### src/rtl/state_lookup_pipe.sv
// state_lookup_pipe: two-stage ternary flow-key lookup with action rewrite.
// Ports: clk/reset; match_* request in, action/src_port/out_* result out
// (ready/valid); cfg_* table write; table_flush; cnt_rd_* hit counter read.
`ifndef OPENFLOW_ACTION_WIDTH
`define OPENFLOW_ACTION_WIDTH 96
`endif
`ifndef OPENFLOW_SET_NW_SRC_POS
`define OPENFLOW_SET_NW_SRC_POS 16
`endif
`ifndef OPENFLOW_SET_NW_DST_POS
`define OPENFLOW_SET_NW_DST_POS 48
`endif
`ifndef OPENFLOW_NF2_ACTION_FLAG_POS
`define OPENFLOW_NF2_ACTION_FLAG_POS 0
`endif
`ifndef OPENFLOW_ENTRY_SRC_PORT_WIDTH
`define OPENFLOW_ENTRY_SRC_PORT_WIDTH 8
`endif

module state_lookup_pipe #(
    parameter int ST_WIDTH       = 64,
    parameter int ST_SIZE        = 8,
    parameter int ST_SIZE_BITS   = $clog2(ST_SIZE),
    parameter int ADDR_WIDTH     = 32,
    parameter int ACTION_WIDTH   = `OPENFLOW_ACTION_WIDTH,
    parameter int SRC_POS        = `OPENFLOW_SET_NW_SRC_POS,
    parameter int DST_POS        = `OPENFLOW_SET_NW_DST_POS,
    parameter int FLAG_POS       = `OPENFLOW_NF2_ACTION_FLAG_POS,
    parameter int SRC_PORT_WIDTH = `OPENFLOW_ENTRY_SRC_PORT_WIDTH,
    parameter int CNT_WIDTH      = 32,
    parameter bit MISS_DROP_FLAG = 1'b0
) (
    input  logic                      clk,
    input  logic                      reset,
    input  logic [ST_WIDTH-1:0]       match_field,
    input  logic                      match_vld,
    output logic                      match_rdy,
    input  logic [ACTION_WIDTH-1:0]   action_in,
    input  logic [SRC_PORT_WIDTH-1:0] src_port_in,
    output logic [ACTION_WIDTH-1:0]   action_out,
    output logic [SRC_PORT_WIDTH-1:0] src_port_out,
    output logic                      out_vld,
    input  logic                      out_rdy,
    output logic                      out_hit,
    output logic [ST_SIZE_BITS-1:0]   out_hit_addr,
    input  logic                      cfg_we,
    input  logic [ST_SIZE_BITS-1:0]   cfg_addr,
    input  logic [ST_WIDTH-1:0]       cfg_key,
    input  logic [ST_WIDTH-1:0]       cfg_mask,
    input  logic [2*ADDR_WIDTH+1:0]   cfg_data,
    input  logic                      cfg_entry_vld,
    input  logic [ST_SIZE_BITS-1:0]   cnt_rd_addr,
    output logic [CNT_WIDTH-1:0]      cnt_rd_data,
    input  logic                      table_flush
);
    localparam int DW = 2*ADDR_WIDTH+2;

    logic [ST_SIZE-1:0]   vld_q;
    logic [ST_WIDTH-1:0]  key_q  [ST_SIZE];
    logic [ST_WIDTH-1:0]  mask_q [ST_SIZE];
    logic [DW-1:0]        data_q [ST_SIZE];
    logic [CNT_WIDTH-1:0] cnt_q  [ST_SIZE];

    logic                      s1_vld_q;
    logic                      s1_hit_q;
    logic [ST_SIZE_BITS-1:0]   s1_idx_q;
    logic [DW-1:0]             s1_data_q;
    logic [ACTION_WIDTH-1:0]   s1_act_q;
    logic [SRC_PORT_WIDTH-1:0] s1_port_q;

    logic                      adv;
    logic                      accept;
    logic                      hit_d;
    logic [ST_SIZE_BITS-1:0]   idx_d;
    logic [ACTION_WIDTH-1:0]   act_d;

    assign adv       = !out_vld || out_rdy;
    assign match_rdy = adv;
    assign accept    = match_vld && adv;

    // Scan high to low so the lowest matching index is the last to win.
    always_comb begin
        hit_d = 1'b0;
        idx_d = '0;
        for (int i = ST_SIZE-1; i >= 0; i--) begin
            if (vld_q[i] &&
                (((match_field ^ key_q[i]) & ~mask_q[i]) == '0)) begin
                hit_d = 1'b1;
                idx_d = ST_SIZE_BITS'(i);
            end
        end
    end

    // Flush beats write, write beats the hit increment.
    always_ff @(posedge clk or negedge reset) begin
        if (!reset) begin
            vld_q <= '0;
            for (int i = 0; i < ST_SIZE; i++) cnt_q[i] <= '0;
        end else begin
            for (int i = 0; i < ST_SIZE; i++) begin
                if (table_flush) begin
                    vld_q[i] <= 1'b0;
                    cnt_q[i] <= '0;
                end else if (cfg_we && cfg_addr == ST_SIZE_BITS'(i)) begin
                    vld_q[i] <= cfg_entry_vld;
                    cnt_q[i] <= '0;
                end else if (accept && hit_d &&
                             idx_d == ST_SIZE_BITS'(i) &&
                             cnt_q[i] != '1) begin
                    cnt_q[i] <= cnt_q[i] + CNT_WIDTH'(1);
                end
            end
        end
    end

    always_ff @(posedge clk) begin
        if (cfg_we && !table_flush) begin
            key_q[cfg_addr]  <= cfg_key;
            mask_q[cfg_addr] <= cfg_mask;
            data_q[cfg_addr] <= cfg_data;
        end
    end

    always_ff @(posedge clk or negedge reset) begin
        if (!reset) begin
            s1_vld_q  <= 1'b0;
            s1_hit_q  <= 1'b0;
            s1_idx_q  <= '0;
            s1_data_q <= '0;
            s1_act_q  <= '0;
            s1_port_q <= '0;
        end else if (adv) begin
            s1_vld_q <= accept;
            if (accept) begin
                s1_hit_q  <= hit_d;
                s1_idx_q  <= idx_d;
                s1_data_q <= data_q[idx_d];
                s1_act_q  <= action_in;
                s1_port_q <= src_port_in;
            end
        end
    end

    // data layout: {mod_dst_en, mod_src_en, new_dst, new_src}
    always_comb begin
        act_d = s1_act_q;
        if (s1_hit_q) begin
            if (s1_data_q[DW-2])
                act_d[SRC_POS +: ADDR_WIDTH] = s1_data_q[ADDR_WIDTH-1:0];
            if (s1_data_q[DW-1])
                act_d[DST_POS +: ADDR_WIDTH] =
                    s1_data_q[2*ADDR_WIDTH-1:ADDR_WIDTH];
            act_d[FLAG_POS +: 16] = s1_act_q[FLAG_POS +: 16] |
                {8'h00, s1_data_q[DW-1], s1_data_q[DW-2], 6'h00};
        end else if (MISS_DROP_FLAG) begin
            act_d[FLAG_POS+15] = 1'b1;
        end
    end

    always_ff @(posedge clk or negedge reset) begin
        if (!reset) begin
            out_vld      <= 1'b0;
            out_hit      <= 1'b0;
            out_hit_addr <= '0;
            action_out   <= '0;
            src_port_out <= '0;
        end else if (adv) begin
            out_vld <= s1_vld_q;
            if (s1_vld_q) begin
                out_hit      <= s1_hit_q;
                out_hit_addr <= s1_hit_q ? s1_idx_q : '0;
                action_out   <= act_d;
                src_port_out <= s1_port_q;
            end
        end
    end

    always_ff @(posedge clk or negedge reset) begin
        if (!reset) cnt_rd_data <= '0;
        else        cnt_rd_data <= cnt_q[cnt_rd_addr];
    end

endmodule
### config.mk
export PLATFORM = sky130hd
export DESIGN_NAME = state_lookup_pipe
export DESIGN_NICKNAME = d
export VERILOG_FILES = /design/src/rtl/state_lookup_pipe.sv
export SDC_FILE = /design/constraint.sdc
export NUM_CORES = 2
export LEC_CHECK = 0
export ABC_AREA = 1
export BUFFER_PORTS_ARGS = -buffer_cell sky130_fd_sc_hd__buf_2
export CAP_MARGIN = 20
export CORE_MARGIN = 2
export CORE_UTILIZATION = 30
export CTS_BUF_LIST = sky130_fd_sc_hd__clkbuf_16
export DETAILED_ROUTE_END_ITERATION = 8
export SYNTH_ARGS = -nofsm -noshare
export SYNTH_HDL_FRONTEND = slang
export SYNTH_SLANG_ARGS = --single-unit
### constraint.sdc
create_clock -name clk -period 4.75 [get_ports clk]
set_input_delay 0 -clock clk [delete_from_list [all_inputs] [get_ports clk]]
set_output_delay 0 -clock clk [all_outputs]
set_load 0.005 [all_outputs]
; Word-level counts from Yosys, hierarchy flattened
; Memory sizes are Yosys's and may differ from the RTL's. A register that Yosys moved wholly into a read port is not among the register bits.
; Cells that the tools add are included.
[op_classes]
addsub = 8
n_reduce_logical = 67
magnitude_cmp = 1
n_mux = 65
n_eq_ne = 22
bitwise_logic = 26
[ops]
columns = cell, n
row1 = 32-bit two-way mux, 28
row2 = 64-bit bitwise AND, 8
row3 = 64-bit zero test, 8
row4 = 64-bit NOT, 8
row5 = 64-bit bitwise XOR, 8
row6 = "32-bit by 1-bit adder with 32-bit output, second input constant", 8
row7 = "32-bit != test, second input constant", 8
row8 = 32-bit binary-select mux with 3-bit select, 1
row9 = 80-bit two-way mux, 1
row10 = 1-bit logical AND, 35
row11 = 3-bit two-way mux, 9
row12 = 1-bit two-way mux, 26
row13 = "3-bit == test, second input constant", 8
row14 = 3-bit nonzero test, 8
row15 = 16-bit by 8-bit bitwise OR with 16-bit output, 1
row16 = 2-bit nonzero test, 8
row17 = "3-bit by 2-bit == test with 1-bit output, second input constant", 4
row18 = "3-bit by 1-bit == test with 1-bit output, second input constant", 2
row19 = 3-bit zero test, 2
row20 = "4-bit greater-or-equal comparator, second input constant", 1
row21 = 3-bit NOT with 4-bit output, 1
row22 = 2-bit AND reduction, 2
row23 = 1-bit zero test, 3
row24 = 1-bit logical OR, 1
[word_totals]
regBits = 514
input_bits = 375
memories = 3
output_inout_bits = 142
wordCells = 219
ramBits = 1552
[mem_list]
columns = name, words, width, rd, rd_ports_with_merged_regs, wr, line_no
row1 = data_q, 8, 66, 1, 1, 1, 61  ; logic [DW-1:0] data_q [ST_SIZE];
row2 = key_q, 8, 64, 8, 0, 1, 59  ; logic [ST_WIDTH-1:0] key_q [ST_SIZE];
row3 = mask_q, 8, 64, 8, 0, 1, 60  ; logic [ST_WIDTH-1:0] mask_q [ST_SIZE];

; Longest topological paths before layout
[logic_depth]
depth_word = 18
ltp_mapped = 26
ltp_nobuf = 23

; Worst setup path after synthesis
; Ideal clock, no wire load.
[synth_path]
path_kind = in2reg
startpoint = input port table_flush
endpoint = memory data_q[0][0] (netlist name), enable pin
required_time_ps = 3763
path_stages = 4
setup_time_ps = 987
arrival_ps = 13716
setup_slack_ps = -9953
cell_sequence = clkbuf_1 > clkbuf_1 > buf_1 > nor3_1
[synth_between]
elab_chain_len = 4
[synth_rtl]
columns = item, line_no
row1 = start: declaration, 54  ; input logic table_flush
row2 = 1-bit zero test, 117  ; if (cfg_we && !table_flush) begin
row3 = 1-bit logical AND, 117
row4 = 1-bit two-way mux, 117
row5 = 1-bit two-way mux (implied by the code), 120  ; data_q[cfg_addr] <= cfg_data;
row6 = end: declaration, 61
; Every way passes these cells.

==> run metrics <==
Overflow after GRT=0; I/O pins=517; final-report hold violation count=0; Critical Setup Path Class=flop to flop; largest cells by area after synthesis=edfxtp_1 47%, dfrtp_1 15%, nand2_1 11%; first-pass GRT wire length=530 mm; post-synthesis instance total=around 11k; die area=334000 um2; Pre-antenna DRT Iters=7; chip height=578 um; routed length per placed instance=around 23 um; Async SR Flop Fraction=0.272; Syn Area/Cell=9.22 um2; crit path DAT=5.14 ns; leakage power=49.5 nW; DR vias/cell=5.00; via count=a little over 80k; post-route ant nets=0; row count=210; dominant synthesized flop cell=edfxtp_1; core area=327000 um2; DRT iter0 DRCs=9553; CTS tree=yes; Die Wd=roughly 580 um; fmax=228 MHz; top-area cell type share of the netlist area=0.472; Hold Crit Depth=2; launch point of the worst reg-to-reg path=key_q[5][14]$_DFFE_PP_; FF-to-FF End=cnt_q[196]$_DFFE_PN0P_; Post-CTS Setup Inserts=0; Nets=12.2k; Layout area overhead=22.1%; total track usage=0.217; Yosys warnings=0; max cap viols=0; Setup WS pre-CTS=0.758 ns; post-CTS sizing=0; Worst Path Required=5.51 ns; status=finished, final reports clean; GP Congestion=approximately 1.1; Final Util=0.368; net count after synthesis=about 11k; Final min period=~4.4 ns; Post-Route Skew=0.126 ns; Slew HR=0.216; power density cells=353 nW/um2; clk buf depth=4; RSZ-0062 raised after global routing=false; Worst Path Max Fanout=33; CP startpoint kind=flop; mapped cell area=98800 um2; clock share of power=0.415; switching power=10.6 mW; fraction of power consumed by sequential logic=0.498; Sink Count=2132; Remaining DRCs=0; leading area contributor after synthesis=edfxtp_1; Initial Util=0.302; DP HPWL=265 mm; Final Slew Violations=0; post-synth cell types=56; Hold Path Class=primary input to flop; CTS root buffer=clkbuf_16; largest net degree at the start of global routing=roughly 140; top cells by count, synth=2939 x nand2_1, 1552 x edfxtp_1, 1498 x nor2_1; logic gate share of total power=0.087; Worst Reg2Reg Path Length in Cells=19; ratio of cells with drive above 1 in the final layout=0.0900; antenna violations before repair=between 100 and 150; Routed WL=375 mm; vias in the first global route=roughly 75k; CP Capture Type=flop; number of synthesized flops with an enable pin=1552; final worst-path cycle share=0.921; clock-pin slew on the worst setup and hold paths=0.06 ns; Worst-Margin Slew=1.18 ns; Min-Delay Startpoint=cfg_mask[57]; register area share after synthesis=0.619; FF-to-FF setup slack=0.37 ns; count of state elements after synthesis=2132; Internal=31.9 mW; most frequent cell after synthesis=nand2_1; setup ws final=0.373 ns; Worst IR Drop VDD=between 300 and 400 uV; Setup-failing EPs final=0; hold path endpoint=mask_q[6][57]$_DFFE_PP_; switching power share of the total=0.249; port bufs=516; number of H-tree levels=4; latest clock arrival within the worst-skew pair=0.98 ns; CTS Buf Count=235
-- sequential cells by signal, summed over array words and instances, names as in the netlist, 32 cells and up --
name,cells
action_out,96
cnt_q,256
mask_q,512
data_q,528
s1_act_q,96
key_q,512
s1_data_q,66
cnt_rd_data,32
-- worst max-delay path, cell delays in order (launching register included) --
cell,delay (ns)
edfxtp_1,0.39
inv_1,0.07
nand2_1,0.05
nand3b_1,0.33
nand2_1,0.18
nor2_1,0.14
nand4_1,0.09
nor3_1,0.71
nand2_1,0.31
nand2_1,0.14
nand2_1,0.05
nand2_1,0.06
nand2_1,0.08
nand2_1,0.22
nand2_1,0.24
nor2_1,0.35
nand3_1,0.21
nand2_2,0.09
buf_4,0.31
o21ai_0,0.12
-- kinds of logic after synthesis --
logic type,count (synthesis),synth area share
AOI/OAI and AO/OA,968,0.0515
xor gates and xnor gates,149,0.0132
adders and majority gates,8,0.00101
buffers and inverters,1568,0.0630
DFF,2132,0.619
and+or+nand+nor,5890,0.252
-- stage by stage --
stage	cell area [um2]	std cells	setup TNS [ns]	power, mW	hold slack, ns
3_3_place_gp	107000	15333	0	24.6	0.0277
2_1_floorplan	98900	10715	-1011.40	22.9	-0.296
4_1_cts	120000	16385	0	42.8	0.000274
6_report	121000	16427	0	42.6	0.0236
3_5_place_dp	107000	15333	0	24.7	0.0258
5_1_grt	121000	16409	0	43.9	0.00575
-- cells in the final DEF (no fill, tap or decap), drive strengths merged, types with 241 or more instances in the layout --
cell	Yosys	layout
nor3	310	310
edfxtp	1552	1552
dlygate4sd3	0	625
nand4	369	369
buf	189	668
nand3	542	542
nor2	1508	1508
a21oi	241	241
nand2	2946	2946
inv	1171	1235
o21ai	658	658
dfrtp	580	580
-- area by class of cell --
cell class,instances,area (um2)
Fill cell,32577,207000
Sequential cell,2132,61100
Multi-Input combinational cell,7015,31600
Timing Repair Buffer,1293,10500
Clock buffer,238,5960
Tap cell,4346,5440
Inverter,1175,4430
Clock inverter,188,1380
Antenna cell,40,100
-- metal layers --
layer | share of wire | vias to the layer above | GRT usage
met3 | 0.089 | 825 | 0.0423
met4 | 0.043 | 50 | 0.0848
met5 | 0.00086 | - | 0
li1 | - | 37889 | -
met2 | 0.44 | 3724 | 0.335
met1 | 0.42 | 39726 | 0.299
-- worst max path at each step --
stage | startpoint | to
final | key_q[5][14]$_DFFE_PP_ | cnt_q[196]$_DFFE_PN0P_
after global routing | key_q[5][14]$_DFFE_PP_ | cnt_q[223]$_DFFE_PN0P_
after CTS | key_q[0][36]$_DFFE_PP_ | cnt_q[96]$_DFFE_PN0P_
after detailed placement | key_q[0][36]$_DFFE_PP_ | cnt_q[96]$_DFFE_PN0P_
after global placement | key_q[0][36]$_DFFE_PP_ | cnt_q[96]$_DFFE_PN0P_
after floorplan | table_flush | data_q[0][0]$_DFFE_PP_
-- power groups by stage --
stage / logic (mW) / clock network (mW) / registers (mW)
after floorplan: 1.40 / 0 / 21.5
after global placement: 3.10 / 0 / 21.5
after detailed placement: 3.14 / 0 / 21.6
after CTS: 3.64 / 17.9 / 21.2
after global routing: 3.99 / 18.6 / 21.3
final: 3.70 / 17.6 / 21.2
-- repair_timing --
item                                    4_1_cts  5_1_grt
hold buffers                                626        0
endpoints found under the setup margin        0        0
endpoints found under the hold margin      2379        0
No activity file was read; power rests on OpenSTA's default activity.
